File: src/rtl/ram_pkg.sv
// Shared definitions for the sized-access data RAM: access sizes, FSM states
// and the alignment rule used by both the controller and the lane aligner.
package ram_pkg;

    localparam logic [1:0] SIZE_BYTE = 2'b00;
    localparam logic [1:0] SIZE_HALF = 2'b01;
    localparam logic [1:0] SIZE_WORD = 2'b10;

    typedef enum logic [1:0] {
        S_IDLE = 2'd0,
        S_WAIT = 2'd1,
        S_DONE = 2'd2
    } state_t;

    // size 2'b11 is reserved and therefore never aligned
    function automatic logic is_aligned(input logic [1:0] size, input logic [1:0] addr_lo);
        case (size)
            SIZE_BYTE: return 1'b1;
            SIZE_HALF: return ~addr_lo[0];
            SIZE_WORD: return (addr_lo == 2'b00);
            default:   return 1'b0;
        endcase
    endfunction

endpackage

File: src/rtl/ram_lane_align.sv
// Big-endian lane steering: byte offset k within a word lives in bits [31-8k -: 8].
// Produces byte enables and lane-placed write data, and right-justifies read data.
module ram_lane_align
    import ram_pkg::*;
(
    input  logic [1:0]  size,
    input  logic [1:0]  addr_lo,
    input  logic [31:0] wdata,
    input  logic [31:0] rword,
    output logic [3:0]  be,
    output logic [31:0] wlane,
    output logic [31:0] rdata
);

    // be[k] enables byte offset k; misaligned accesses leave everything zero
    always_comb begin
        be    = 4'b0000;
        wlane = 32'h0;
        rdata = 32'h0;
        if (is_aligned(size, addr_lo)) begin
            case (size)
                SIZE_BYTE: begin
                    be    = 4'b0001 << addr_lo;
                    wlane = {4{wdata[7:0]}};
                    case (addr_lo)
                        2'd0:    rdata = {24'h0, rword[31:24]};
                        2'd1:    rdata = {24'h0, rword[23:16]};
                        2'd2:    rdata = {24'h0, rword[15:8]};
                        default: rdata = {24'h0, rword[7:0]};
                    endcase
                end
                SIZE_HALF: begin
                    be    = addr_lo[1] ? 4'b1100 : 4'b0011;
                    wlane = {2{wdata[15:0]}};
                    rdata = {16'h0, (addr_lo[1] ? rword[15:0] : rword[31:16])};
                end
                default: begin
                    be    = 4'b1111;
                    wlane = wdata;
                    rdata = rword;
                end
            endcase
        end
    end

endmodule

File: src/rtl/ram_sized_access.sv
// Byte-addressable data RAM with MOV/MOC handshake, byte/half/word accesses,
// big-endian lanes, alignment checking and a programmable wait-state count.
//
//  state  | meaning
//  S_IDLE | waiting for mov; request fields latched on the accepting edge
//  S_WAIT | down-counting wait states; commit on the edge leaving with cnt=0
//  S_DONE | moc high (align_err qualifies it); leave when mov is sampled low
module ram_sized_access
    import ram_pkg::*;
#(
    parameter int DEPTH   = 256,
    parameter int ADDR_W  = $clog2(DEPTH),
    parameter int LATENCY = 2
) (
    input  logic              clk,
    input  logic              rst_n,
    input  logic              mov,
    input  logic              rw,
    input  logic [1:0]        size,
    input  logic [ADDR_W-1:0] addr,
    input  logic [31:0]       data_in,
    output logic [31:0]       data_out,
    output logic              moc,
    output logic              align_err
);

    localparam logic [3:0] LAT_INIT = 4'(LATENCY);

    logic [7:0] mem [0:DEPTH-1];

    state_t            state, state_nx;
    logic [3:0]        cnt, cnt_nx;
    logic              accept, commit;
    logic              rw_q, err_q;
    logic [1:0]        size_q;
    logic [ADDR_W-1:0] addr_q;
    logic [31:0]       wdata_q;

    logic [3:0]        be;
    logic [31:0]       wlane, rword, rdata;
    logic [ADDR_W-3:0] word_idx;

    assign word_idx = addr_q[ADDR_W-1:2];
    assign rword    = {mem[{word_idx, 2'd0}], mem[{word_idx, 2'd1}],
                       mem[{word_idx, 2'd2}], mem[{word_idx, 2'd3}]};

    ram_lane_align u_lane (
        .size    (size_q),
        .addr_lo (addr_q[1:0]),
        .wdata   (wdata_q),
        .rword   (rword),
        .be      (be),
        .wlane   (wlane),
        .rdata   (rdata)
    );

    // WAIT always spends LATENCY+1 edges, so DONE lands LATENCY+1 edges after accept
    always_comb begin
        state_nx = state;
        cnt_nx   = cnt;
        accept   = 1'b0;
        commit   = 1'b0;
        case (state)
            S_IDLE: begin
                if (mov) begin
                    accept   = 1'b1;
                    cnt_nx   = LAT_INIT;
                    state_nx = S_WAIT;
                end
            end
            S_WAIT: begin
                if (cnt == 4'd0) begin
                    commit   = 1'b1;
                    state_nx = S_DONE;
                end else begin
                    cnt_nx = cnt - 4'd1;
                end
            end
            S_DONE: begin
                if (!mov) state_nx = S_IDLE;
            end
            default: state_nx = S_IDLE;
        endcase
    end

    always_ff @(posedge clk or negedge rst_n) begin
        if (!rst_n) begin
            state    <= S_IDLE;
            cnt      <= 4'd0;
            rw_q     <= 1'b0;
            size_q   <= SIZE_BYTE;
            addr_q   <= '0;
            wdata_q  <= 32'h0;
            err_q    <= 1'b0;
            data_out <= 32'h0;
        end else begin
            state <= state_nx;
            cnt   <= cnt_nx;
            if (accept) begin
                rw_q    <= rw;
                size_q  <= size;
                addr_q  <= addr;
                wdata_q <= data_in;
                err_q   <= ~is_aligned(size, addr[1:0]);
            end
            if (commit) begin
                if (err_q)
                    data_out <= 32'h0;
                else if (rw_q)
                    data_out <= rdata;
            end
        end
    end

    // array has no reset; commit is only reachable from WAIT, so reset kills pending writes
    always_ff @(posedge clk) begin
        if (commit && !rw_q) begin
            for (int i = 0; i < 4; i++) begin
                if (be[i]) mem[{word_idx, 2'(i)}] <= wlane[31-8*i -: 8];
            end
        end
    end

    assign moc       = (state == S_DONE);
    assign align_err = moc & err_q;

endmodule
File: config.mk
export PLATFORM = sky130hd
export DESIGN_NAME = ram_sized_access
export DESIGN_NICKNAME = d
export VERILOG_FILES = /design/src/rtl/ram_pkg.sv /design/src/rtl/ram_lane_align.sv /design/src/rtl/ram_sized_access.sv
export SDC_FILE = /design/constraint.sdc
export NUM_CORES = 2
export LEC_CHECK = 0
export ABC_AREA = 1
export BUFFER_PORTS_ARGS = -buffer_cell sky130_fd_sc_hd__buf_4
export CAP_MARGIN = 20
export CELL_PAD_IN_SITES_DETAIL_PLACEMENT = 2
export CELL_PAD_IN_SITES_GLOBAL_PLACEMENT = 2
export CORE_ASPECT_RATIO = 0.6
export CORE_MARGIN = 3
export CORE_UTILIZATION = 43
export CTS_CLUSTER_DIAMETER = 80
export DETAILED_ROUTE_END_ITERATION = 7
export GPL_TIMING_DRIVEN = 1
export HOLD_SLACK_MARGIN = 0.02
export PLACE_DENSITY_LB_ADDON = 0.1
export SLEW_MARGIN = 20
export SYNTH_ARGS = -nofsm -noshare
export SYNTH_HDL_FRONTEND = slang
export SYNTH_SLANG_ARGS = --single-unit
File: constraint.sdc
create_clock -name clk -period 4.51 [get_ports clk]
set_input_delay 0.902 -clock clk [delete_from_list [all_inputs] [get_ports clk]]
set_output_delay 0.902 -clock clk [all_outputs]
set_load 0.02 [all_outputs]
==> results.json <==
{
  "core_mm2": 0.201,
  "worst_pin_slew_ns": 1.14,
  "grt_max_degree": 115,
  "clock_sinks": 2130,
  "syn_area_mm2": 0.0873,
  "ff2ff_setup_slack_ns": 0.19,
  "initial_core_util_pct": 43.5,
  "wl_per_cell_um": 32.2,
  "gp_congestion": 0.899,
  "die_w_um": 588,
  "grt_pass1_wl_um": 503000,
  "wirelength_um": 353000,
  "drive_gt1_share_pct": 11.3,
  "hold_viol": 0,
  "hold_ws_ns": 0.107,
  "cts.htree.levels": 4,
  "io_buffers": 79,
  "crit_path_end": "data_out[3]$_DFFE_PN0P_",
  "crit_path_end_kind": "flop",
  "tritoncts.num_buffers": 208,
  "netlist.area_leader.share_pct": 70.4,
  "cts.path.max_buffers": 4,
  "vias_per_cell": 5.86,
  "status": "finished, final reports clean",
  "hold_buffers": 0,
  "grtUsageTotal_pct": 33.3,
  "dp_hpwl_um": 230000,
  "tns_ns": 0,
  "period_needed_ns": 4.32,
  "min_path_type": "in2async",
  "skew_ns": 0.0410,
  "required_ns": 5.26,
  "synth_top_cell_by_area": "edfxtp_1",
  "relSlewSlack_pct": 23.8,
  "ys_warn_count": 0,
  "rsz0062_at_grt": "no",
  "slew_violations": 0,
  "insertion_delay_ns": 0.86,
  "syn_inst": 7761,
  "post_cts_resized": 0,
  "cts_root_buf": "clkbuf_16",
  "synth_edf_count": 2048,
  "crit_fanout": 48,
  "area_growth_syn_to_layout_pct": 15.1,
  "final_cells": 10900,
  "async_flop_share_pct": 3.85,
  "r2r_end": "data_out[3]$_DFFE_PN0P_",
  "synth.avg_cell_area_um2": 11.3,
  "power.density_mw_per_mm2": 720,
  "maxCapViolCount": 0,
  "dp_cells": 10600,
  "r2r_cells": 16,
  "period_share_pct": 95.7,
  "synth_cell_type_count": 38,
  "pin_count": 80,
  "first_iter_violations": 8881,
  "grt-ovfl-total": 0,
  "num-nets-final": 8107,
  "crit_start": "addr_q[2]$_DFFE_PN0P_",
  "synth.area.top_cells": "edfxtp_1 (70%), nand2_1 (11%), nor2_1 (3.1%)",
  "rows": 127,
  "ys_ff_latch": 2130,
  "synthFlopType": "edfxtp_1",
  "path_class": "reg2reg",
  "postRouteAntennaNets": 0,
  "ys_seq_area_share_pct": 72.8,
  "clk_pin_slew_ns": 0.07,
  "antenna_found_initial": 27,
  "critical_path_arrival_ns": 5.06,
  "drt_drc_violations_left": 0,
  "route.vias.total": 64100,
  "critPathLaunchType": "flop",
  "timing.fmax_mhz": 232,
  "reg2reg_from": "addr_q[2]$_DFFE_PN0P_",
  "die_h_um": 355,
  "setup_viol": 0,
  "ir_drop_mv": 0.631,
  "dr.pass1.iters": 6,
  "grt_pass1_vias": 68200,
  "cts_tree": "built",
  "power.leakage_nw": 38.7,
  "cts_setup_buffers": 0,
  "dieArea_mm2": 0.209,
  "synth_nets": 7809
}
## state kept, by name, summed over array words and instances (netlist names)
signal,count
mem,2048
data_out,32
size_q,2
wdata_q,32
state,2
err_q,1
addr_q,8
cnt,4
rw_q,1
## per-stage QoR
stage               setup slack [ns]  util [%]  total power, mW  area, µm²
floorplan                      0.877         -             39.8      87300
global placement               0.267      46.7             52.5      93800
detailed placement             0.290      46.7             53.9      93800
CTS                            0.254      50.0             71.9     100000
global route                  0.0827      50.0             74.7     100000
finish                         0.193      50.0             72.3     100000
## cell families after synthesis
| family | synth area share (%) |
|---|---|
| adder cells (fa/ha/maj) | 0.0286 |
| flip-flops | 72.8 |
| AND/OR/NAND/NOR | 17.3 |
| buffers and inverters | 4.67 |
| AO/OA/AOI/OAI | 5.24 |
## area by class of cell
type | count | area, µm²
tap | 2709 | 3390
sequential | 2130 | 63600
clock inverter | 106 | 936
clock buffer | 271 | 5740
timing repair buffer | 496 | 4390
antenna | 8 | 20.0
inverter | 613 | 2320
multi-input combinational | 4610 | 20100
fill | 19900 | 100000
## synth_stat cells (17+ instances only)
master	instances
nor2_1	730
nand2_1	2524
nand4_1	60
nand3_1	313
a21oi_1	238
buf_2	190
o21ai_1	69
edfxtp_1	2048
buf_1	30
or2_2	67
or2_0	21
o22ai_1	59
or2_1	24
a22oi_1	60
clkbuf_1	186
o21ai_0	334
inv_1	606
o211ai_1	30
dfrtp_1	82
a22o_1	17
## cells in the final DEF, fill, tap and decap left out, drive strengths merged, types with 8 or more instances in the layout
master and count:
a21oi 238, bufinv 17, clkbuf 271, nor2 735, or2 112, clkinv 83
nand3 313, nand2 2525, diode 8, nand3b 15, o211ai 30, o21a 14
inv 611, clkinvlp 8, o22ai 59, dfrtp 82, nor3 16, o21ai 403
a22oi 60, a22o 17, nand4 60, buf 496, edfxtp 2048
## critical path, stage by stage, from the launching register on
cell and delay [ns]:
dfrtp_4 0.71, inv_8 0.44, buf_12 0.37, buf_12 0.28, nand2_1 0.10, nand3_1 0.10
nand2_1 0.09, o21ai_0 0.50, nand2_1 0.17, nor2_1 0.61, nand2_1 0.19, nand2_1 0.12
nand3_1 0.14, nand2_1 0.11, nand2_1 0.06, nand2_1 0.06, nand2_1 0.05
## report_power, final
| part | switching (mW) | internal [mW] | total (mW) |
|---|---|---|---|
| clock network | 7.98 | 9.91 | 17.9 |
| logic | 21.6 | 5.66 | 27.3 |
| registers | 0.547 | 26.6 | 27.2 |
| total | 30.1 | 42.2 | 72.3 |
## worst min-delay path by stage
stage                               to  slack, ns  cells past startpoint               startpoint
2_1_floorplan  wdata_q[30]$_DFFE_PN0P_       0.45                      2  wdata_q[30]$_DFFE_PN0P_
3_5_place_dp   wdata_q[21]$_DFFE_PN0P_       0.48                      2  wdata_q[21]$_DFFE_PN0P_
4_1_cts         wdata_q[5]$_DFFE_PN0P_       0.10                      1                    rst_n
6_report        wdata_q[5]$_DFFE_PN0P_       0.11                      1                    rst_n
5_1_grt         wdata_q[5]$_DFFE_PN0P_       0.13                      1                    rst_n
3_3_place_gp   wdata_q[19]$_DFFE_PN0P_       0.47                      2  wdata_q[19]$_DFFE_PN0P_
## layer usage
layer / vias to the layer above / GRT usage (%) / wire length [µm]
met4: 8 / 10.9 / 12600
met3: 545 / 6.33 / 32600
met1: 33800 / 48.9 / 153000
met5: - / 0 / 53
li1: 26700 / - / -
met2: 3066 / 50.0 / 155000
(Power assumes the default switching activity.)
